### src/rtl/lmc_sequencer.sv
// Fetch/decode/execute sequencer for the LMC datapath: owns PC and IR and drives every RAM/accumulator strobe.
// Optional single-step pushbutton input enabled by defining LMC_STEP_EN.
module lmc_sequencer #(
    parameter int ADDR_WIDTH = 2,
    parameter int DATA_WIDTH = 8
) (
    input  logic                  timer555,
    input  logic                  reset_count,
    input  logic                  run,
`ifdef LMC_STEP_EN
    input  logic                  step,
`endif
    input  logic [DATA_WIDTH-1:0] ram_data,
    input  logic                  acc_zero,
    input  logic                  acc_neg,
    output logic [ADDR_WIDTH-1:0] addr_out,
    output logic [ADDR_WIDTH-1:0] pc,
    output logic [DATA_WIDTH-1:0] ir,
    output logic                  ram_we,
    output logic                  acc_load,
    output logic [1:0]            alu_op,
    output logic [1:0]            state_out,
    output logic                  halted
);

    typedef enum logic [2:0] {
        S_IDLE   = 3'd0,
        S_FETCH  = 3'd1,
        S_DECODE = 3'd2,
        S_EXEC   = 3'd3,
        S_HALT   = 3'd4
    } state_t;

    localparam logic [2:0] OP_HLT = 3'b000;
    localparam logic [2:0] OP_ADD = 3'b001;
    localparam logic [2:0] OP_SUB = 3'b010;
    localparam logic [2:0] OP_STA = 3'b011;
    localparam logic [2:0] OP_LDA = 3'b100;
    localparam logic [2:0] OP_BRA = 3'b101;
    localparam logic [2:0] OP_BRZ = 3'b110;
    localparam logic [2:0] OP_BRP = 3'b111;

    state_t                  state_q;
    logic [ADDR_WIDTH-1:0]   pc_q;
    logic [DATA_WIDTH-1:0]   ir_q;
    logic                    halted_q;
    logic [2:0]              opcode;
    logic [ADDR_WIDTH-1:0]   operand;
    logic                    branch_d;
    logic                    step_go;

    assign opcode  = ir_q[DATA_WIDTH-1 -: 3];
    assign operand = ir_q[ADDR_WIDTH-1:0];

`ifdef LMC_STEP_EN
    logic step_meta_q, step_sync_q, step_prev_q;

    always_ff @(posedge timer555 or posedge reset_count) begin
        if (reset_count) begin
            step_meta_q <= 1'b0;
            step_sync_q <= 1'b0;
            step_prev_q <= 1'b0;
        end else begin
            step_meta_q <= step;
            step_sync_q <= step_meta_q;
            step_prev_q <= step_sync_q;
        end
    end

    // Only consumed in IDLE, so edges seen mid-instruction simply vanish.
    assign step_go = step_sync_q & ~step_prev_q;
`else
    assign step_go = 1'b0;
`endif

    always_comb begin
        branch_d = 1'b0;
        case (opcode)
            OP_BRA:  branch_d = 1'b1;
            OP_BRZ:  branch_d = acc_zero;
            OP_BRP:  branch_d = ~acc_neg;
            default: branch_d = 1'b0;
        endcase
    end

    always_ff @(posedge timer555 or posedge reset_count) begin
        if (reset_count) begin
            state_q  <= S_IDLE;
            pc_q     <= '0;
            ir_q     <= '0;
            halted_q <= 1'b0;
        end else begin
            case (state_q)
                S_IDLE: begin
                    if (run || step_go) state_q <= S_FETCH;
                end
                S_FETCH: begin
                    ir_q    <= ram_data;
                    pc_q    <= pc_q + ADDR_WIDTH'(1);
                    state_q <= S_DECODE;
                end
                S_DECODE: begin
                    if (opcode == OP_HLT) begin
                        halted_q <= 1'b1;
                        state_q  <= S_HALT;
                    end else begin
                        state_q  <= S_EXEC;
                    end
                end
                S_EXEC: begin
                    if (branch_d) pc_q <= operand;
                    state_q <= run ? S_FETCH : S_IDLE;
                end
                S_HALT:  state_q <= S_HALT;
                default: state_q <= S_IDLE;
            endcase
        end
    end

    // Strobes decode the registered state, so an async reset drops them at once.
    always_comb begin
        addr_out = operand;
        ram_we   = 1'b0;
        acc_load = 1'b0;
        alu_op   = 2'b00;
        if (state_q == S_IDLE || state_q == S_FETCH) addr_out = pc_q;
        if (state_q == S_EXEC) begin
            case (opcode)
                OP_LDA: acc_load = 1'b1;
                OP_ADD: begin acc_load = 1'b1; alu_op = 2'b01; end
                OP_SUB: begin acc_load = 1'b1; alu_op = 2'b10; end
                OP_STA: ram_we = 1'b1;
                default: ;
            endcase
        end
    end

    always_comb begin
        case (state_q)
            S_IDLE:   state_out = 2'b00;
            S_FETCH:  state_out = 2'b01;
            S_DECODE: state_out = 2'b10;
            S_EXEC:   state_out = 2'b11;
            S_HALT:   state_out = 2'b10;
            default:  state_out = 2'b00;
        endcase
    end

    assign pc     = pc_q;
    assign ir     = ir_q;
    assign halted = halted_q;

endmodule
### config.mk
export PLATFORM = sky130hd
export DESIGN_NAME = lmc_sequencer
export DESIGN_NICKNAME = d
export VERILOG_FILES = /design/src/rtl/lmc_sequencer.sv
export SDC_FILE = /design/constraint.sdc
export NUM_CORES = 1
export LEC_CHECK = 0
export BUFFER_PORTS_ARGS = -buffer_cell sky130_fd_sc_hd__buf_2
export CAP_MARGIN = 20
export CORE_MARGIN = 4
export CORE_UTILIZATION = 39
export CTS_CLUSTER_DIAMETER = 200
export DETAILED_ROUTE_END_ITERATION = 10
export PLACE_DENSITY = 0.66
export SLEW_MARGIN = 10
export SYNTH_ARGS = -nofsm -noshare
export SYNTH_HDL_FRONTEND = slang
export SYNTH_SLANG_ARGS = --single-unit
### constraint.sdc
create_clock -name timer555 -period 3.1 [get_ports timer555]
set_input_delay 0.465 -clock timer555 [delete_from_list [all_inputs] [get_ports timer555]]
set_output_delay 0.465 -clock timer555 [all_outputs]
set_load 0.01 [all_outputs]
## Word-level counts from Yosys, hierarchy flattened

Cells that the tools add are included.
Widths: inputs -> output; s select.

| storage, ports and cells | value |
|---|---|
| logic and storage cells | 42 |
| output and inout bits | 19 |
| bits in registers | 14 |

| cells by class | value |
|---|---|
| bitwise logic cells | 1 |
| $add $sub $neg | 1 |
| reduce and logical (&&, ||, !) cells | 8 |
| mux-type cells | 15 |
| equality and inequality tests | 13 |

Operators with widths:

| kind | count |
|---|---|
| $eq 3x3->1 const B | 5 |
| $pmux 3 s5 | 1 |
| $eq 3x2->1 const B | 4 |
| $pmux 2 s2 | 2 |
| $eq 3x1->1 const B | 2 |
| $logic_not 3->1 | 2 |
| $mux 2 | 3 |
| $mux 3 | 2 |
| $pmux 2 s3 | 1 |
| $mux 1 | 5 |
| $ne 2x2->1 const B | 2 |
| $reduce_and 2->1 | 2 |
| $pmux 1 s3 | 1 |
| $reduce_or 3->1 | 1 |
| $add 2x1->2 const B | 1 |
| $reduce_bool 2->1 | 1 |
| $reduce_or 2->1 | 1 |
| $logic_or 1x1->1 | 1 |
| $not 1->1 | 1 |

## Longest topological paths before layout

Gate-level depths: netlist of the first run.

| depth | value |
|---|---|
| word-level depth | 4 |
| mapped depth | 6 |

## Worst setup path after synthesis of the first run

No wires, ideal clock.

| timing path | value |
|---|---|
| kind | register to output |
| from | register state_q[2] |
| to | output alu_op[1] |
| path slack | 1.324 ns |
| data required time | 2.635 ns |
| data arrival time | 1.311 ns |
| cell stages (with the launch flop) | 6 |
| cells stage by stage | dfrtp_1 buf_2 nand2b_4 inv_2 nand2_1 nor4b_1 |

| on the way | value |
|---|---|
| cells in the longest elaborated chain, start to end | 2 |

Ends and longest elaborated chain:

| item | line | text |
|---|---|---|
| start, declared | 43 | `state_t state_q;` |
| start signal, assigned | 112 | `state_q <= run ? S_FETCH : S_IDLE;` |
| $eq 3x2->1 | 127 | `if (state_q == S_EXEC) begin` |
| $mux 2 | 127 |  |
| end, declared | 21 | `output logic [1:0] alu_op,` |

No other way between the ends.

## Final worst setup path of the first run

Ends and elaborated chain as after synthesis.

==> results of run 1 <==
-- area by class of cell --
cell class | count | share of cell area [%]
multi-input cells | 54 | 40.2
repair buffers | 31 | 15.9
flip-flops and latches | 14 | 35.9
clock buffers | 3 | 2.30
well taps | 27 | 3.46
inverters | 6 | 2.30
-- per-stage QoR --
stage	utilization (%)	instance area [µm²]	power (mW)	cells	setup slack [ps]
after floorplan	-	810	0.843	81	1320
after global placement	48.7	955	0.981	132	1350
after detailed placement	48.7	955	0.995	132	1320
after CTS	49.8	977	1.10	135	1020
after global routing	49.8	977	1.19	135	903
final	49.8	977	1.08	135	1050
-- worst paths after layout --
kind,start,endpoint,slack (ps),cells past startpoint
worst max-delay path,state_q[2]$_DFFE_PP0P_,alu_op[1],1050,5
worst min-delay path,reset_count,ir[4]$_DFFE_PP0P_,220,2
worst max register to register,state_q[2]$_DFFE_PP0P_,ir[6]$_DFFE_PP0P_,1320,3
worst min register to register,halted$_DFFE_PP0P_,halted$_DFFE_PP0P_,460,1
max in group asynchronous,reset_count,ir[6]$_DFFE_PP0P_,2540,2
min in group timer555,ram_data[0],ir[0]$_DFFE_PP0P_,400,3
-- layout by cell type (no fill, tap or decap), types with 2 or more instances in the layout --
cell type / count
a211oi_1: 2
a21o_1: 2
a21oi_1: 4
a31oi_1: 3
buf_2: 31
clkbuf_4: 3
dfrtp_1: 14
inv_1: 5
mux2_2: 8
nand2_1: 4
nand2b_1: 2
nand2b_4: 2
nand3_1: 2
nand3b_1: 2
nor2_1: 9
nor3_1: 2
nor4b_1: 2
o21ai_0: 3
-- logic make-up (layout without fill, tap and decap cells) --
group,Yosys count,in the layout
xor+xnor,1,1
compound gates,17,17
flops,14,14
buf+inv,13,40
simple gates,28,28
mux,8,8
-- synthesized netlist by cell type, types with 2 or more instances --
| library cell | count | area (µm²) |
|---|---|---|
| a21o_1 | 2 | 15.0 |
| nand2b_4 | 2 | 27.5 |
| buf_2 | 5 | 25.0 |
| nand3_1 | 2 | 10.0 |
| mux2_2 | 8 | 90.1 |
| inv_1 | 5 | 18.8 |
| a31oi_1 | 3 | 18.8 |
| a21oi_1 | 4 | 20.0 |
| nor3_1 | 2 | 10.0 |
| nor4b_1 | 2 | 17.5 |
| dfrtp_1 | 14 | 350 |
| nand3b_1 | 2 | 15.0 |
| nor2_1 | 9 | 33.8 |
| nand2_1 | 4 | 15.0 |
| o21ai_0 | 3 | 15.0 |
| a211oi_1 | 2 | 15.0 |
| nand2b_1 | 2 | 12.5 |
-- layer usage --
metal	wire, µm	vias to the layer above
li1	-	336
met5	0	-
met2	837	16
met4	0	0
met1	766	329
met3	65	0
-- registers in the layout, summed over array words and instances, names as in the netlist --
name	flops
state_q	3
halted	1
ir	8
pc	2
-- power by group --
part           internal (mW)  switching, mW
Combinational          0.281          0.282
Clock                 0.0449         0.0520
Sequential             0.273          0.148
Total                  0.598          0.482
==> impl_metrics.tcl, run 1 <==
set metrics [dict create \
    grt_use_met1_pct 17.6 \
    slew_violations 0 \
    cp_cell_sequence "nand2b_4, inv_2, nand2_1, nor4b_1, buf_2" \
    hold_class "in -> async" \
    netlist_instances 81 \
    ff_latch_area_um2 350 \
    tns_ps 0 \
    fillers 210 \
    ir_worst_vdd_uv 480 \
    syn_area_um2 810 \
    h-tree-depth 1 \
    synthSimpleGateAreaFrac_pct 20.6 \
    skew_ps 1.55 \
    ios 32 \
    synthArstFlopShare_pct 100 \
    die_h_um 53.6 \
    finalSetupViolations 0 \
    rsz0062_at_grt "false" \
    worstSetupEndpointType "output pin" \
    synth_top_family_by_area "simple AND/OR/NAND/NOR gates" \
    hold_slack_ps 217 \
    synth_flop_cell "dfrtp_1" \
    slowest_stage "dfrtp_1" \
    routedWlPerCell_um 12.4 \
    fin_nets 123 \
    path_clk_slew_ps 80 \
    maxCapViolations 0 \
    grt.overflow.total 0 \
    insertion_delay_ps 270 \
    period_share_pct 66.2 \
    synth.distinct_cells 27 \
    yosysWarnings 0 \
    finalHoldViolations 0 \
    cts.path.max_buffers 2 \
    synth-seq-cells 14 \
    synthMuxAreaShare_pct 11.1 \
    cts_hold_buf 0 \
    p_per_area_nw_per_um2 1100 \
    arrival_ps 1590 \
    area_growth_pct 20.7 \
    drt_pass1_iterations 4 \
    crit_type "reg -> out" \
    grt_usage_pct 13.0 \
    synth_compound_area_share_pct 15.8 \
    seq_area_frac_synth_pct 43.3 \
    detail-route-antenna-nets 0 \
    multi_input_area_um2 393 \
    grt_pass1_wl_um 2770 \
    yosys.area_share.adder_pct 0 \
    synthesis.nets 94 \
    antenna_cells 0 \
    grt_use_met3_pct 3.32 \
    wl_um 1670 \
    cts_tree "built" \
    synth_xor_area_share_pct 1.08 \
    period_needed_ps 2050 \
    grt_pass1_vias 644 \
    drive_gt1_share_pct 43.5 \
    cp_top_family "simple AND/OR/NAND/NOR gates" \
    cts_setup_buffers 0 \
    tightest_slew_ps 779 \
    busiest_layer "met2" \
    numPortBuffers 31 \
    grt_max_degree 15 \
    coreArea_um2 1960 \
    crit_fanout 9 \
    startpoint_type "flop" \
    initialDrtViolationCount 10 \
    vias 681 \
    route.detailed.drc 0 \
    fmax_mhz 487 \
    max_slew_margin_pct 47.9 \
    worst_path_largest_cell_delay_ps 460 \
    hpwl_um 1300 \
    synth_edf_count 0 \
    met2_usage_pct 20.2 \
    leakage_nw 0.465 \
    cts_resized 0 \
    avgViaCountPerCell 5.04 \
    cts-buffers-inserted 3 \
    cts-root-buf "clkbuf_4" \
    syn_avg_cell_area_um2 9.99 \
    status "completed" \
    dieArea_um2 2870 \
    dieWidth_um 53.6 \
    antenna_found_initial 0 \
    cp.required_ps 2630 \
    crit_buf_inv 2 \
    start_util_pct 41.3 \
    place.gp.congestion 0.741 \
    rows 16 \
    numClockSinks 14 \
]
(Power assumes the default switching activity.)
==> inputs of run 2 (changes only) <==
--- a/config.mk
+++ b/config.mk
@@ -5,13 +5,14 @@
 export SDC_FILE = /design/constraint.sdc
 export NUM_CORES = 1
 export LEC_CHECK = 0
+export ABC_AREA = 1
 export BUFFER_PORTS_ARGS = -buffer_cell sky130_fd_sc_hd__buf_2
 export CAP_MARGIN = 20
 export CORE_MARGIN = 4
 export CORE_UTILIZATION = 39
 export CTS_CLUSTER_DIAMETER = 200
 export DETAILED_ROUTE_END_ITERATION = 10
-export PLACE_DENSITY = 0.66
+export PLACE_DENSITY = 0.69
 export SLEW_MARGIN = 10
 export SYNTH_ARGS = -nofsm -noshare
 export SYNTH_HDL_FRONTEND = slang
==> constraint.sdc (replaced) <==
create_clock -name timer555 -period 1.8 [get_ports timer555]
set_input_delay 0.27 -clock timer555 [delete_from_list [all_inputs] [get_ports timer555]]
set_output_delay 0.27 -clock timer555 [all_outputs]
set_load 0.01 [all_outputs]
==> run 2 against run 1 <==
Via count increased by 9.1%. Largest power group unchanged. Largest cell class unchanged. Critical endpoint is now acc_load. Sequential share of layout area decreased by 1.7 points. Clock-buffer cell count up 1.
==> impl_metrics.tcl, run 2 <==
set metrics [dict create \
    synthArstFlopShare_pct 100 \
    cts-root-buf "clkbuf_4" \
    synth_edf_count 0 \
    worstSetupEndpointType "output pin" \
    period_share_pct 93.6 \
    max_slew_margin_pct 65.0 \
    largest_reg_flops 8 \
    initialDrtViolationCount 23 \
    design_area_um2 1030 \
    synth.distinct_cells 21 \
    hold_class "in -> async" \
    dp.cells 157 \
    cp_top_family "flip-flops" \
    path_clk_slew_ps 90 \
    combPwrFrac_pct 57.8 \
    yosys.area.top_type "dfrtp_1" \
    cts_tree "built" \
    syn_avg_cell_area_um2 8.13 \
    grt_pass1_vias 658 \
    numClockSinks 14 \
    drive_gt1_share_pct 48.1 \
    hold_slack_ps 16.8 \
    insertion_delay_ps 270 \
    yosysTopAreaCellShare_pct 44.0 \
    vias 743 \
    arrival_ps 1410 \
    fillers 185 \
    crit_buf_inv 2 \
    dpl_cell_area_um2 986 \
    coreArea_um2 1940 \
    rsz0062_at_grt "false" \
    p_switching_mw 0.970 \
    tightest_slew_ps 524 \
    area_growth_pct 29.4 \
    crit_type "reg -> out" \
    syn_area_um2 797 \
    cp_cell_sequence "inv_2, nand2_2, nor2_4, o21ai_1, a31oi_1, buf_2" \
    finalSetupViolations 0 \
    worst_path_largest_cell_delay_ps 450 \
    numPortBuffers 31 \
    yosys-top-cells-count "nand2_1, dfrtp_1, nand2_2" \
    dieWidth_um 53.2 \
    status "completed" \
    cp.required_ps 1530 \
    seq_area_frac_synth_pct 44.0 \
    avgViaCountPerCell 4.59 \
    h-tree-depth 1 \
    rows 16 \
    final_common_cell "buf_2" \
    ir_worst_vdd_uv 1320 \
    period_needed_ps 1680 \
    antenna_cells 0 \
    power_mw 2.06 \
    grt.overflow.total 0 \
    clock_power_share_pct 10.7 \
    route.detailed.drc 0 \
    power.internal_mw 1.09 \
    maxCapViolations 0 \
    grt_usage_pct 13.7 \
    yosysWarnings 0 \
    layout_common_cells "buf_2, nand2_1, dfrtp_1" \
    drt_pass1_iterations 4 \
    place.gp.congestion 0.785 \
    detail-route-antenna-nets 0 \
    power_frac_seq_pct 31.4 \
    grt_pass1_wl_um 2820 \
    hpwl_um 1380 \
    final_cell_count_no_fill 162 \
    crit_fanout 5 \
    wl_um 1710 \
    cts-buffers-inserted 3 \
    yosysMostFrequentCell "nand2_1" \
    synth_flop_cell "dfrtp_1" \
    grt_max_degree 15 \
    finalHoldViolations 0 \
    slowest_stage "dfrtp_2" \
    dieArea_um2 2830 \
    synthesis.nets 111 \
    antenna_found_initial 0 \
    p_per_area_nw_per_um2 1990 \
    netlist_instances 98 \
    cts.path.max_buffers 2 \
    leakage_nw 0.551 \
    fin_nets 149 \
    synth-seq-cells 14 \
    die_h_um 53.2 \
    routedWlPerCell_um 10.5 \
    swShare_pct 47.2 \
    startpoint_type "flop" \
    skew_ps 5.11 \
    netlist_top_cells_area "dfrtp_1, nand2_1, nand2_2" \
    fmax_mhz 593 \
    ios 32 \
    start_util_pct 41.0 \
    slew_violations 0 \
    tns_ps 0 \
]
[run 2: cell count changes in the layout (fill, tap and decap cells not counted), sizes merged, moves of 3 or more]
cell / before / now
inv: 6 / 13
nand3: 2 / 7
o21ai: 3 / 9
mux2: 8 / 1
a21oi: 4 / 0
nand2: 4 / 36
nand2b: 4 / 0
buf: 31 / 34
[run 2: per-stage QoR]
step           setup WS, ps  utilization [%]
4_1_cts                67.7             52.6
6_report                115             53.1
2_1_floorplan           495                -
5_1_grt               0.255             53.1
3_5_place_dp            383             50.8
3_3_place_gp            432             50.8
[run 2: logic make-up after synthesis]
logic type / count (synthesis) / share of synthesized area [%]
flip-flops: 14 / 44.0
multiplexers: 1 / 1.41
AO/OA/AOI/OAI: 11 / 10.7
AND/OR/NAND/NOR: 56 / 34.4
buffers and inverters: 15 / 8.48
XOR/XNOR: 1 / 1.10
[run 2: final cells by class]
class                           count  area (µm²)  share of cell area (%)
Timing Repair Buffer               34         178                    17.2
Tap cell                           27        33.8                    3.28
Sequential cell                    14         352                    34.1
Multi-Input combinational cell     69         379                    36.8
Clock buffer                        4        36.3                    3.52
Inverter                           14        52.6                    5.10
[run 2: path summary, 6_finish.rpt]
path	startpoint	endpoint	slack, ps	cells past startpoint
setup reg to reg	state_q[2]$_DFFE_PP0P_	ir[6]$_DFFE_PP0P_	520	6
hold / removal	reset_count	ir[1]$_DFFE_PP0P_	20	2
setup / recovery	state_q[2]$_DFFE_PP0P_	acc_load	120	6
hold reg to reg	halted$_DFFE_PP0P_	halted$_DFFE_PP0P_	470	2
min in group timer555	ram_data[1]	ir[1]$_DFFE_PP0P_	200	3
max in group asynchronous	reset_count	state_q[2]$_DFFE_PP0P_	1410	2
[run 2: worst register-to-register path, cell delays in order (launching register included)]
cell	delay (ps)
dfrtp_2	450
inv_2	70
nand2_2	80
nor2_4	260
buf_4	220
nand2_1	70
o21ai_2	50
[run 2: timing repair]
item	in CTS	in global routing
hold buffers	0	0
endpoints found under the setup margin	0	4
setup buffers	0	1
gates resized for setup	0	1
[run 2: layer usage]
metal	global-route usage, %	vias up	wire (µm)
met5	0	-	0
met4	5.11	0	12
met3	2.54	2	129
met2	22.0	26	761
met1	18.1	333	804
li1	-	382	-
[run 2: power by group through the flow]
stage | sequential (mW) | clock (mW) | combinational, mW
final | 0.646 | 0.221 | 1.19
after CTS | 0.642 | 0.232 | 1.19
after global routing | 0.671 | 0.251 | 1.34
after floorplan | 0.680 | 0 | 0.802
after detailed placement | 0.648 | 0 | 1.19
after global placement | 0.642 | 0 | 1.17
==> inputs of run 3 (changes only) <==
--- a/config.mk
+++ b/config.mk
@@ -12,7 +12,7 @@
 export CORE_UTILIZATION = 39
 export CTS_CLUSTER_DIAMETER = 200
 export DETAILED_ROUTE_END_ITERATION = 10
-export PLACE_DENSITY = 0.69
+export PLACE_DENSITY = 0.72
 export SLEW_MARGIN = 10
 export SYNTH_ARGS = -nofsm -noshare
 export SYNTH_HDL_FRONTEND = slang
==> run 3 against run 2 <==
Fmax up 1.3%. Total power up 3.0%. Critical path depth unchanged. Worst hold slack worse by 11 ps. Largest power group unchanged. Sequential power down 0.9%. Highest routed layer unchanged. Cell count up 1.9%. Setup slack better by 22 ps.
==> impl_metrics.tcl, run 3 (synthesized netlist as in run 2, its figures left out) <==
set metrics [dict create \
    route.detailed.drc 0 \
    crit_type "reg -> out" \
    skew_ps 2.94 \
    grt_usage_pct 15.2 \
    grt_pass1_wl_um 3060 \
    place.gp.congestion 0.747 \
    h-tree-depth 1 \
    ios 32 \
    largest_reg_flops 8 \
    cts_hold_buf 0 \
    grt_max_degree 15 \
    layout_common_cells "buf_2, nand2_1, dfrtp_1" \
    antenna_cells 0 \
    cts-buffers-inserted 3 \
    fin_nets 152 \
    rows 16 \
    antenna_found_initial 0 \
    dieWidth_um 53.2 \
    period_needed_ps 1660 \
    wl_um 1850 \
    cp_cell_sequence "inv_2, nand2_2, nor2_4, o21ai_1, a31oi_1, buf_2" \
    start_util_pct 41.0 \
    coreArea_um2 1940 \
    detail-route-antenna-nets 0 \
    cts-root-buf "clkbuf_4" \
    grt.overflow.total 0 \
    period_share_pct 92.4 \
    fmax_mhz 601 \
    startpoint_type "flop" \
    fillers 195 \
    dp.cells 157 \
    design_area_um2 1050 \
    final_cell_count_no_fill 165 \
    worstReg2RegStart "state_q[2]$_DFFE_PP0P_" \
    final_common_cell "buf_2" \
    drive_gt1_share_pct 49.3 \
    cts_tree "built" \
    rr_worst_depth 8 \
    rsz0062_at_grt "false" \
    worst_path_largest_cell_delay_ps 440 \
    vias 766 \
    leakage_nw 0.567 \
    max_slew_margin_pct 64.8 \
    tightest_slew_ps 527 \
    slowest_stage "dfrtp_2" \
    dpl_cell_area_um2 986 \
    initialDrtViolationCount 6 \
    dieArea_um2 2830 \
    numClockSinks 14 \
    cp.required_ps 1530 \
    routedWlPerCell_um 11.2 \
    worstSetupEndpointType "output pin" \
    grt_pass1_vias 729 \
    die_h_um 53.2 \
    area_growth_pct 32.2 \
    pre_cts_slack_ps 398 \
    fin_ws_ps 137 \
    ir_worst_vdd_uv 893 \
    finalHoldViolations 0 \
    numPortBuffers 31 \
    path_clk_slew_ps 80 \
    crit_fanout 5 \
    avgViaCountPerCell 4.64 \
    ff2ff_setup_slack_ps 510 \
    cts.path.max_buffers 2 \
    rr_endpoint "pc[1]$_DFFE_PP0P_" \
    insertion_delay_ps 280 \
    hpwl_um 1490 \
    maxCapViolations 0 \
    drt_pass1_iterations 4 \
    tns_ps 0 \
    arrival_ps 1390 \
    slew_violations 0 \
    finalSetupViolations 0 \
    power_mw 2.12 \
    hold_class "in -> async" \
    p_per_area_nw_per_um2 2010 \
    status "completed" \
]
[run 3: changes by cell type in the layout (fill, tap and decap cells not counted)]
cell | previous run | this run
buf_4 | 3 | 6
[run 3: area by class of cell]
cell class              instances  area (µm²)  share of cell area [%]
repair buffers                 37         200                    19.0
multi-input cells              69         379                    36.0
inverters                      14        52.6                    4.99
clock buffers                   4        36.3                    3.44
flip-flops and latches         14         352                    33.4
well taps                      27        33.8                    3.21
[run 3: repair_timing]
item	4_1_cts	5_1_grt
buffers inserted	0	4
endpoints found under the setup margin	0	4
endpoints found under the hold margin	0	0
gates resized for setup	0	1
[run 3: critical path: cells and delay by family (launching register included)]
kind	cells	cell delay (ps)
buffers and inverters	2	220
DFF	1	440
and+or+nand+nor	2	250
AOI/OAI and AO/OA	2	210
[run 3: worst max path at each step]
stage	from	endpoint	slack (ps)	cells past startpoint
CTS	state_q[2]$_DFFE_PP0P_	acc_load	80	6
detailed placement	state_q[2]$_DFFE_PP0P_	acc_load	400	6
finish	state_q[2]$_DFFE_PP0P_	acc_load	140	6
floorplan	state_q[2]$_DFFE_PP0P_	addr_out[1]	490	2
global route	state_q[2]$_DFFE_PP0P_	acc_load	10	6
global placement	state_q[2]$_DFFE_PP0P_	acc_load	440	6
[run 3: per-layer routing]
metal	up-vias	GRT usage [%]	wire length, µm
li1	390	-	-
met1	338	18.1	802
met2	33	25.3	854
met3	5	3.66	156
met4	0	7.66	36
met5	-	0	0
[run 3: power breakdown]
group	switching, mW	total (mW)	internal (mW)
registers	0.167	0.640	0.473
logic	0.728	1.25	0.522
clock network	0.103	0.227	0.123
[run 3: through the flow]
stage                     hold WS, ps  utilization [%]
after floorplan                   159                -
after global placement            327             50.8
after detailed placement          336             50.8
after CTS                        23.8             52.6
after global routing             52.9             54.3
final                            6.32             54.3
